$ cat src/rtl/tinyqv_mem_pkg.sv
// TinyQV memory responder: shared op encodings and FSM states.
// Optional build macro: TQV_MEM_RESPONDER_MISALIGN_EN.
package tinyqv_mem_pkg;

  localparam logic [2:0] OP_B  = 3'b000;
  localparam logic [2:0] OP_H  = 3'b001;
  localparam logic [2:0] OP_W  = 3'b010;
  localparam logic [2:0] OP_BU = 3'b100;
  localparam logic [2:0] OP_HU = 3'b101;

  typedef enum logic [2:0] {
    S_IDLE,
    S_LOAD_WAIT,
    S_LOAD_SYNC,
    S_LOAD_STREAM,
    S_STORE_RX,
    S_STORE_COMMIT
  } state_t;

  // Unused funct3 codes behave as a word access.
  function automatic logic [2:0] norm_op(input logic [2:0] op);
    case (op)
      OP_B, OP_H, OP_BU, OP_HU: return op;
      default:                  return OP_W;
    endcase
  endfunction

endpackage

$ cat src/rtl/tinyqv_load_align.sv
// TinyQV memory responder: load lane select and extension.
// Pure combinational; op is already normalised.
module tinyqv_load_align
  import tinyqv_mem_pkg::*;
(
  input  logic [31:0] word,
  input  logic [1:0]  off,
  input  logic [2:0]  op,
  output logic [31:0] result
);

  logic [7:0]  b;
  logic [15:0] h;

  // Pick the addressed lane, then sign or zero extend.
  always_comb begin
    b = word[8*off +: 8];
    h = off[1] ? word[31:16] : word[15:0];
    case (op)
      OP_B:    result = {{24{b[7]}}, b};
      OP_BU:   result = {24'h0, b};
      OP_H:    result = {{16{h[15]}}, h};
      OP_HU:   result = {16'h0, h};
      default: result = word;
    endcase
  end

endmodule

$ cat src/rtl/tinyqv_mem_responder.sv
// TinyQV nibble-serial memory responder (byte-addressed RAM).
// Optional build macro: TQV_MEM_RESPONDER_MISALIGN_EN.
module tinyqv_mem_responder
  import tinyqv_mem_pkg::*;
#(
  parameter int LATENCY   = 2,
  parameter int ADDR_BITS = 6
) (
  input  logic        clk,
  input  logic        rstn,
  input  logic [27:0] addr_in,
  input  logic        address_ready,
  input  logic        is_store,
  input  logic [2:0]  mem_op,
  input  logic [2:0]  counter,
  input  logic [3:0]  wdata_nibble,
  output logic [3:0]  rdata_nibble,
  output logic        load_data_ready,
  output logic        store_done,
  output logic        busy,
  output logic        error
);

  state_t                 state;
  logic [ADDR_BITS-1:0]   addr;
  logic [2:0]             op;
  logic                   mis;
  logic [2:0]             wcnt;
  logic [31:0]            result;
  logic [31:0]            wbuf;
  logic                   err_q;
  logic [7:0]             mem [2**ADDR_BITS];

  logic                   start;
  logic [2:0]             in_op;
  logic [ADDR_BITS-1:0]   cap_addr;
  logic                   cap_mis;
  logic [31:0]            rd_word;
  logic [31:0]            aligned;
  logic [3:0]             be;
  logic [31:0]            wlane;
  logic                   unused_hi;

  assign unused_hi = ^addr_in[27:ADDR_BITS];
  assign start = address_ready && state == S_IDLE
              && counter == 3'd0;
  assign in_op = norm_op(mem_op);

  // Capture-time alignment: flag or truncate.
  always_comb begin
    cap_addr = addr_in[ADDR_BITS-1:0];
    cap_mis  = 1'b0;
`ifdef TQV_MEM_RESPONDER_MISALIGN_EN
    cap_mis = (in_op[1:0] == 2'b01 && addr_in[0])
           || (in_op == OP_W && addr_in[1:0] != 2'b00);
`else
    if (in_op[1:0] == 2'b01)
      cap_addr[0] = 1'b0;
    if (in_op == OP_W)
      cap_addr[1:0] = 2'b00;
`endif
  end

  assign rd_word = {
    mem[{addr[ADDR_BITS-1:2], 2'd3}],
    mem[{addr[ADDR_BITS-1:2], 2'd2}],
    mem[{addr[ADDR_BITS-1:2], 2'd1}],
    mem[{addr[ADDR_BITS-1:2], 2'd0}]
  };

  tinyqv_load_align u_align (
    .word   (rd_word),
    .off    (addr[1:0]),
    .op     (op),
    .result (aligned)
  );

  // Transaction FSM and latched request fields.
  always_ff @(posedge clk or negedge rstn) begin
    if (!rstn) begin
      state  <= S_IDLE;
      addr   <= '0;
      op     <= OP_B;
      mis    <= 1'b0;
      wcnt   <= 3'd0;
      result <= 32'h0;
      wbuf   <= 32'h0;
      err_q  <= 1'b0;
    end else begin
      err_q <= (address_ready && !start)
            || (start && cap_mis);
      unique case (state)
        S_IDLE: if (start) begin
          addr  <= cap_addr;
          op    <= in_op;
          mis   <= cap_mis;
          wcnt  <= 3'd0;
          wbuf  <= {28'h0, wdata_nibble};
          state <= is_store ? S_STORE_RX : S_LOAD_WAIT;
        end
        S_LOAD_WAIT: begin
          wcnt <= wcnt + 3'd1;
          if (wcnt == 3'(LATENCY - 1)) begin
            result <= mis ? 32'h0 : aligned;
            state  <= S_LOAD_SYNC;
          end
        end
        S_LOAD_SYNC:
          if (counter == 3'd7) state <= S_LOAD_STREAM;
        S_LOAD_STREAM:
          if (counter == 3'd7) state <= S_IDLE;
        S_STORE_RX: begin
          wbuf[4*counter +: 4] <= wdata_nibble;
          if (counter == 3'd7) state <= S_STORE_COMMIT;
        end
        S_STORE_COMMIT: state <= S_IDLE;
        default:        state <= S_IDLE;
      endcase
    end
  end

  // Byte enables and lane-replicated write data.
  always_comb begin
    be    = 4'hF;
    wlane = wbuf;
    unique case (1'b1)
      op[1:0] == 2'b00: begin
        be    = 4'b0001 << addr[1:0];
        wlane = {4{wbuf[7:0]}};
      end
      op[1:0] == 2'b01: begin
        be    = addr[1] ? 4'b1100 : 4'b0011;
        wlane = {2{wbuf[15:0]}};
      end
      default: begin
        be    = 4'hF;
        wlane = wbuf;
      end
    endcase
  end

  // RAM write port; contents survive reset.
  always_ff @(posedge clk) begin
    if (state == S_STORE_COMMIT && !mis)
      for (int i = 0; i < 4; i++)
        if (be[i])
          mem[{addr[ADDR_BITS-1:2], 2'(i)}] <= wlane[8*i +: 8];
  end

  assign busy            = state != S_IDLE;
  assign load_data_ready = state == S_LOAD_SYNC && counter == 3'd7;
  assign store_done      = state == S_STORE_COMMIT;
  assign error           = err_q;
  assign rdata_nibble    = (state == S_LOAD_STREAM)
                         ? result[4*counter +: 4] : 4'h0;

endmodule

$ cat config.mk
export PLATFORM = sky130hd
export DESIGN_NAME = tinyqv_mem_responder
export DESIGN_NICKNAME = d
export VERILOG_FILES = /design/src/rtl/tinyqv_mem_pkg.sv /design/src/rtl/tinyqv_load_align.sv /design/src/rtl/tinyqv_mem_responder.sv
export SDC_FILE = /design/constraint.sdc
export NUM_CORES = 1
export LEC_CHECK = 0
export CORE_MARGIN = 2
export CORE_UTILIZATION = 60
export CTS_CLUSTER_SIZE = 12
export DETAILED_ROUTE_END_ITERATION = 7
export PLACE_DENSITY = 0.83
export REMOVE_ABC_BUFFERS = 1
export SLEW_MARGIN = 5
export SYNTH_ARGS = -nofsm -noshare
export SYNTH_HDL_FRONTEND = slang
export SYNTH_SLANG_ARGS = --single-unit
$ cat constraint.sdc
create_clock -name clk -period 4.25 [get_ports clk]
set_input_delay 0.425 -clock clk [delete_from_list [all_inputs] [get_ports clk]]
set_output_delay 0.425 -clock clk [all_outputs]
set_load 0.01 [all_outputs]
==> impl_results.md <==
* LEAKAGE at 8.71 nW
* Clk pin slew, worst setup/hold paths at 60 ps
* Pre-CTS WS at 807 ps
* Crit path capture type: register
* Post-synth top area share at 63.9%
* Final wirelength at 56300 µm
* DIE AREA at 41800 µm²
* Post-synthesis sequential area ratio at 72.2%
* I/O Buffers at 27
* Initial antenna violation count at 0
* # fillers at 2527
* Total power at 17.1 mW
* Most used DFF post-synth: edfxtp_1
* Layout cells sized above 1 at 17.6%
* Max Freq at 298 MHz
* HP Class: input port to asynchronous set/reset pin
* Status: finished, violations left
* Antenna Violating Nets Remaining at 0
* Layout overhead on the synthesized area at 10.6%
* DR vias/cell at 6.79
* Post-CTS Resized at 0
* Total CTS buffers at 58
* Slew headroom at 12.7%
* Synth Cell Area at 24100 µm²
* Worst skew pair latency at 610 ps
* Gr busiest metal: met2
* Gpl congestion at 0.962
* CP startpoint kind: register
* Minimum clock period at 3360 ps
* Top post-synthesis cells by area: edfxtp_1 64%, mux4_2 12%, dfrtp_1 8.3%
* #FFs+latches synth at 592
* Mapped Cells at 1374
* Final Cycle Share at 79.1%
* Clock root cell: clkbuf_16
* Most common cell in the netlist: edfxtp_1
* Maximum clock insertion buffer count at 3
* Worst R2R Path Depth at 4
* Final hold slack at -13.6 ps
* Post-CTS Setup Inserts at 0
* Worst Tran Pin Value at 1300 ps
* CP Data Arrival Time at 3580 ps
* Synth top cells by count: 512 x edfxtp_1, 136 x nor2_1, 131 x mux4_2
* Skew final at 19.0 ps
* Die height at 204 µm
* Iter 0 DRT Violations at 1767
* M3 GR Usage at 6.70%
* Cell variety after synth at 46
* Total congestion overflow at 0
* WL/cell at 28.5 µm
* GRT Total Usage at 27.9%
* Die X at 204 µm
* Vias in the first global route at 13589
* Rows at 73
* ANT cells at 0
* H-tree level count at 2
* Final-report setup violation count at 0
* Core footprint at 39600 µm²
* Worst Path Required at 4470 ps
* Failing checks: DRC, hold timing
* Sum Neg Setup Slack at 0 ps
* Worst Path Max Fanout at 30
* Largest net degree at the start of global routing at 81
* CTS tree: done
* Avg Cell Area, Syn at 17.5 µm²
* First-pass GRT wire length at 84600 µm
* EDFF count, synth at 512
* Synth Warn # at 0
* Ys async rst share at 13.5%
* DP HPWL at 35400 µm
* GR Util met2 at 43.4%
* Final hold vios at 3
* Worst ir drop on vdd at 0.376 mV
* PwrDens at 644 nW/µm²
* DRT Pass-1 Iters at 8
* Max-slew violation count at 0
* DR DRC count at 3
* Net count, final at 1454
* Sink Count at 592
* Final setup margin at 889 ps
* Max-cap violations at 0
* RSZ-0062 raised after global routing: false
* I/O pins at 50
* CP Class: register to register
* Vias post-DR at 13390
* GR Layer Usage met1 at 38.2%
* Synth area leader: edfxtp_1
* Initial Utilization at 60.7%
* CTS Hold Bufs at 0
==> final timing paths <==
| check | from | end | slack [ps] |
|---|---|---|---|
| max in group asynchronous | rstn | addr[3] | 3460 |
| worst min-delay path | rstn | op[2] | -10 |
| worst max-delay path | addr[4] | mem[15][18] | 890 |
| worst max register to register | addr[4] | mem[15][18] | 890 |
| min in group clk | addr_in[3] | addr[3] | 390 |
| worst min register to register | wbuf[20] | wbuf[20] | 510 |
==> kinds of logic (layout without fill, tap and decap cells) <==
kind of cell | count (synthesis) | count (layout) | synth area share, %
buf+inv | 92 | 165 | 1.81
fa+ha+maj | 8 | 8 | 0.416
simple gates | 290 | 290 | 5.17
flops | 592 | 592 | 72.2
mux | 193 | 193 | 14.9
compound gates | 198 | 198 | 5.49
xor+xnor | 1 | 1 | 0.0364
==> per-layer routing <==
layer  vias up  share of wire [%]
met5         -                  0
met4         0                4.5
met3       200                 11
met2       936                 47
met1      6731                 37
li1       5523                  -
==> flip-flops by register name, indices dropped and copies added (netlist names) <==
name / flops
error: 1
state: 3
wbuf: 32
result: 32
op: 3
mem: 512
wcnt: 3
addr: 6
==> report_power, final <==
part,internal (mW),switching [mW]
logic,1.93,2.92
registers,7.00,0.510
clock network,2.73,2.05
==> area by class of cell <==
type	instances	area [µm²]	area share (%)
sequential	592	17400	65.3
multi-input combinational	690	6270	23.6
clock inverter	8	37.5	0.141
timing repair buffer	55	528	1.98
inverter	7	26.3	0.0987
tap	525	657	2.47
clock buffer	95	1720	6.44
==> layout by cell type, fill, tap and decap left out, drive strengths merged, types with 2 or more instances in the layout <==
| cell | synthesis | routed |
|---|---|---|
| dfrtp | 80 | 80 |
| a31oi | 27 | 27 |
| mux2i | 44 | 44 |
| nor3 | 4 | 4 |
| ha | 8 | 8 |
| or3 | 3 | 3 |
| nor4 | 2 | 2 |
| or2 | 2 | 2 |
| nand3 | 18 | 18 |
| o22ai | 3 | 3 |
| nand2b | 3 | 3 |
| a41oi | 2 | 2 |
| edfxtp | 512 | 512 |
| o21ai | 25 | 25 |
| buf | 48 | 29 |
| nand3b | 5 | 5 |
| a22oi | 33 | 33 |
| nand4 | 5 | 5 |
| nor2 | 137 | 137 |
| nand2 | 87 | 87 |
| mux4 | 131 | 131 |
| clkinv | 0 | 7 |
| a221oi | 6 | 6 |
| mux2 | 18 | 18 |
| and2 | 8 | 8 |
| nor2b | 11 | 11 |
| a22o | 44 | 44 |
| inv | 7 | 7 |
| clkdlybuf4s50 | 0 | 26 |
| a21oi | 53 | 53 |
| clkbuf | 37 | 95 |
==> metrics by stage <==
step | util (%) | hold slack, ps | cells | area (µm²)
after floorplan | - | 129 | 1289 | 23700
after global placement | 62.7 | 483 | 1869 | 24900
after detailed placement | 62.7 | 491 | 1869 | 24900
after CTS | 67.1 | 17.6 | 1972 | 26600
after global routing | 67.2 | 67.3 | 1972 | 26600
final | 67.2 | -13.6 | 1972 | 26600
==> worst max-delay path: stages, from the launching register on <==
cell,delay (ps)
dfrtp_1,370
buf_4,440
and2_1,900
nand3_1,440
nor2_1,800
(Power assumes the default switching activity.)
==> edit 1 (same flow settings) <==
The option `TQV_MEM_RESPONDER_MISALIGN_EN` is turned on by a define.
--- a/src/rtl/tinyqv_mem_responder.sv
+++ b/src/rtl/tinyqv_mem_responder.sv
@@ -2,2 +2,4 @@
 // Optional build macro: TQV_MEM_RESPONDER_MISALIGN_EN.
+`define TQV_MEM_RESPONDER_MISALIGN_EN
+
 module tinyqv_mem_responder
Check against the original RTL: not equivalent (a bounded check fails within 4 cycles, from zero or initial values and one cycle with rstn low).
==> edit 1 against the original RTL <==
  * The flow finishes with violations (negative hold slack)
  * Critical path type unchanged
  * Critical endpoint is now result[25]
  * Worst setup slack worse by 0.18 ns
  * Wire length grew 3.5%
  * Design area rose by 1.2%
  * Non-clock buffer count shrank 2
  * Highest routed layer unchanged
  * Sequential cell count increased by 1
  * Sequential power rose by 1%
  * Synthesized cell count rose by 1.1%
  * Area after synthesis rose by 1.4%
  * Hold slack gained 0.0027 ns
  * Power fell by 0.14%
==> edit 1: results (changes against the original RTL) <==
| Metric | Value |
|---|---|
| CTS Buf Count | 58 (unchanged) |
| Worst Hold Class | in2async (unchanged) |
| Worst path top cell family by delay | compound AO/OA/AOI/OAI gates (was simple AND/OR/NAND/NOR gates) |
| Distinct cell type count after synthesis | 51 (was 46) |
| Pleak | 8.48 nW (was 8.71 nW) |
| Failing checks | negative hold slack (was design-rule violations, negative hold slack) |
| Antenna diodes | 0 (unchanged) |
| Crit-path max cell delay | 0.95 ns (was 0.90 ns) |
| Worst Tran Pin Value | 1.23 ns (was 1.30 ns) |
| Worst-path fanout max | 49 (was 30) |
| P_sw | 0.00542 W (was 0.00548 W) |
| Cts repair resizes | 0 (unchanged) |
| Port Buf Inserts | 27 (unchanged) |
| Largest net degree at the start of global routing | 82 (was 81) |
| Worst-path clk slew | 0.06 ns (about the same) |
| Commonest cells post-synth | edfxtp_1, mux4_2, nand2_1 (was edfxtp_1, nor2_1, mux4_2) |
| CP Data Arrival Time | 3.99 ns (was 3.58 ns) |
| Clock buffer depth | 3 (unchanged) |
| H-Tree Depth | 2 (unchanged) |
| Worst VDD drop | 0.586 mV (was 0.376 mV) |
| Critical path's slowest cell | dfrtp_4 (was and2_1) |
| Cells on worst reg2reg path | 7 (was 4) |
| Placed cells | 1889 (was 1869) |
| Pre-CTS setup slack | 0.781 ns (was 0.807 ns) |
| R2r endpoint | result[25] (was mem[15][18]) |
| Status | complete, but fails checks (unchanged) |
| Number of setup buffers added after CTS | 0 (unchanged) |
| Fraction of registers with async set/reset | 13.7% (was 13.5%) |
| Final HPWL DP | 37100 microns (was 35400 microns) |
| WL final | 58300 microns (was 56300 microns) |
| Total Routing Usage GR | 28.7% (was 27.9%) |
| Vias in the first global route | 13300 (was 13600) |
| WHS | -0.0108 ns (was -0.0136 ns) |
| Cells after Synth | 1389 (was 1374) |
| Yosys warning total | 0 (unchanged) |
| Post-cts hold buffer count | 0 (unchanged) |
| RR Startpoint | addr[3] (was addr[4]) |
| Root Buffer | clkbuf_16 (unchanged) |
| Slew Viols, Final | 0 (unchanged) |
| Via density | 6.69 (was 6.79) |
| Largest register FFs | 512 (unchanged) |
| Initial antenna violation count | 0 (unchanged) |
| DRT Pass-1 Iters | 6 (was 8) |
| WL per Instance | 29.2 microns (was 28.5 microns) |
| Sequential share of the synthesized area | 71.3% (was 72.2%) |
| # nets final | 1473 (was 1454) |
| DR iter-0 viols | 1539 (was 1767) |
| Worst skew pair latency | 0.61 ns (about the same) |
| Ranking of synthesized cells by area | edfxtp_1, mux4_2, dfrtp_1 (unchanged) |
| First-pass GRT wire length | 86100 microns (was 84600 microns) |
| Routability cong. | 1.02 (was 0.962) |
| Post-synth EDFFs | 512 (unchanged) |
| Worst Clk Skew | 0.0230 ns (was 0.0190 ns) |
| Layout cells sized above 1 | 18.6% (was 17.6%) |
| Final Hold Viols | 7 (was 3) |
| Ys flop type | edfxtp_1 (unchanged) |
edit 1: stage by stage:
stage	cell area (sq um)	hold slack, ns
6_report	26900	-0.0108
5_1_grt	26900	0.0727
4_1_cts	26900	0.0181
3_5_place_dp	25200	0.492
2_1_floorplan	24000	0.129
3_3_place_gp	25200	0.464
edit 1: area by class of cell:
class                      instances  area (sq um)
tap                              525           657
inverter                           7          26.3
timing repair buffer              53           475
clock inverter                     8          82.6
clock buffer                      99          1700
fill                            2461         13000
sequential                       593         17400
multi-input combinational        711          6600
edit 1: how the worst max path moves through the flow:
stage | from | end | slack (ns) | depth (start not counted)
3_3_place_gp | addr[3] | result[6] | 0.83 | 8
4_1_cts | addr[3] | result[25] | 0.74 | 7
2_1_floorplan | addr[2] | result[29] | -1.86 | 6
3_5_place_dp | addr[3] | result[25] | 0.78 | 7
5_1_grt | addr[3] | result[25] | 0.59 | 7
6_report | addr[3] | result[25] | 0.71 | 7
edit 1: kinds of logic (layout without fill, tap and decap cells):
group,Yosys count,in the layout,synth area share [%]
buf+inv,85,167,1.68
compound gates,170,170,4.48
flops,593,593,71.3
mux,227,227,16.6
fa+ha+maj,7,7,0.359
xor+xnor,1,1,0.0359
simple gates,306,306,5.58
edit 1: worst reg2reg max path: cells and delay by family (launching register included):
family,cells,cell delay (ns)
AO/OA/AOI/OAI,4,1.29
flip-flops,1,0.95
AND/OR/NAND/NOR,1,0.11
multiplexers,2,1.03
edit 1: power groups by stage:
stage	clock, W	combinational, W	sequential, W
2_1_floorplan	0	0.00299	0.00788
3_3_place_gp	0	0.00444	0.00769
3_5_place_dp	0	0.00456	0.00770
4_1_cts	0.00489	0.00461	0.00759
5_1_grt	0.00512	0.00492	0.00765
6_report	0.00485	0.00466	0.00761
edit 1: metal layers:
metal  routed length (microns)  track usage [%]  share of wire, %  vias to the layer above
li1                          -                -                 -                     5577
met1                     22600             40.2                39                     6812
met2                     27500             44.4                47                      797
met3                      5520             6.43               9.5                      159
met4                      2630             11.5               4.5                        0
met5                         0                0                 0                        -
==> edit 2 (config.mk and constraints unchanged) <==
Made on the original files. Register the output `error` once more, without a reset; this adds one clock of latency there. The other outputs are not delayed to match.
--- a/src/rtl/tinyqv_mem_responder.sv
+++ b/src/rtl/tinyqv_mem_responder.sv
@@ -152,3 +152,5 @@
   assign store_done      = state == S_STORE_COMMIT;
-  assign error           = err_q;
+  always_ff @(posedge clk) begin
+    error <= err_q;
+  end
   assign rdata_nibble    = (state == S_LOAD_STREAM)
Function: changed (a bounded check fails within 4 cycles, from zero or initial values and one cycle with rstn low).
==> edit 2 against the original RTL <==
  * The flow finishes with violations (negative hold slack)
  * Wire length rose by 1.3%
  * Worst setup slack improved by 0.024 ns
  * Count of clock-buffer cells in the layout fell by 1
  * Power fell by 0.15%
  * Core utilization rose by 0.61 points
  * Clock power fell by 1%
  * Design area rose by 1.1%
  * Area after synthesis barely moved
  * Sequential cell count rose by 1
==> edit 2: results (changes against the original RTL) <==
| Metric | Value |
|---|---|
| Status | complete, but fails checks (unchanged) |
| Failing checks | negative hold slack (was design-rule violations, negative hold slack) |
| Metal2 WL | 26700 microns (was 26500 microns) |
| Net Sw Frac | 32.0% (about the same) |
| Crit path to | mem[8][10] (was mem[15][18]) |
| WHS | -0.0305 ns (was -0.0136 ns) |
| Met3 Usage GRT | 5.45% (was 6.70%) |
| Highest Signal Layer | met4 (unchanged) |
| Vias in the first global route | 13500 (was 13600) |
| Pleak | 8.94 nW (was 8.71 nW) |
| Comb pwr share | 28.0% (was 28.3%) |
| Post-synth EDFFs | 512 (unchanged) |
| Routability cong. | 0.975 (was 0.962) |
| Total Routing Usage GR | 28.2% (was 27.9%) |
| Clk tree area frac | 6.32% (was 6.58%) |
| CP startpoint | addr[5] (was addr[4]) |
| Sequential cell area | 17400 sq um (about the same) |
| Metal3 WL | 5380 microns (was 6400 microns) |
| P_seq | 0.00762 W (was 0.00751 W) |
| Non-CTS buffers | 103 (was 55) |
| Sequential share of the synthesized area | 72.2% (about the same) |
| Final HPWL DP | 35500 microns (was 35400 microns) |
| Final Hold Viols | 23 (was 3) |
| CP Data Arrival Time | 3.56 ns (was 3.58 ns) |
| Non-clk buf share | 3.21% (was 1.98%) |
| First-pass GRT wire length | 85400 microns (was 84600 microns) |
| Distinct cell type count after synthesis | 47 (was 46) |
| CTS Buf Count | 58 (unchanged) |
| DR iter-0 viols | 1964 (was 1767) |
| # nets final | 1503 (was 1454) |
| Clock sinks | 593 (was 592) |
| WL final | 57000 microns (was 56300 microns) |
| Met2 GRT Util | 43.5% (was 43.4%) |
| Multi-input combinational area share | 23.3% (was 23.6%) |
| Fraction of registers with async set/reset | 13.5% (about the same) |
| Worst-path fanout max | 17 (was 30) |
| Layout cells sized above 1 | 20.0% (was 17.6%) |
| Via density | 6.75 (was 6.79) |
| Ranking of synthesized cells by area | edfxtp_1, mux4_2, dfrtp_1 (unchanged) |
| Worst Tran Pin Value | 1.19 ns (was 1.30 ns) |
| CLK BUF | 94 (was 95) |
| Clock buffer depth | 3 (unchanged) |
| Cells on worst reg2reg path | 3 (was 4) |
| Fill cells | 2470 (was 2527) |
| Wl on met1 | 22000 microns (was 20900 microns) |
| R2r setup slk | 0.91 ns (was 0.89 ns) |
| Met1 Use GR | 39.5% (was 38.2%) |
| Worst VDD drop | 0.336 mV (was 0.376 mV) |
| Worst Clk Skew | 0.0274 ns (was 0.0190 ns) |
| Largest register FFs | 512 (unchanged) |
## edit 2: stage by stage
step                      std cells  worst slack [ns]  instance area (sq um)  total power (W)  utilization, %
after floorplan                1290             -2.27                  23700           0.0109               -
after global routing           2020             0.902                  26900           0.0177            67.8
after global placement         1918              1.01                  25200           0.0122            63.5
after CTS                      2020              1.03                  26900           0.0171            67.8
after detailed placement       1918             0.963                  25200           0.0124            63.5
final                          2020             0.913                  26900           0.0171            67.8
## edit 2: worst max-delay path: stages, from the launching register on
cell,delay [ns]
dfrtp_1,0.95
nor2b_1,0.74
nand2_1,0.47
nor2_1,0.79
## edit 2: cell families (layout without fill, tap and decap cells)
logic type,count (synthesis),count (layout),share of synthesized area [%]
XOR/XNOR,1,1,0.0363
AO/OA/AOI/OAI,198,198,5.48
flip-flops,593,593,72.2
buffers and inverters,92,212,1.81
adder cells (fa/ha/maj),8,8,0.415
AND/OR/NAND/NOR,290,290,5.16
multiplexers,193,193,14.9
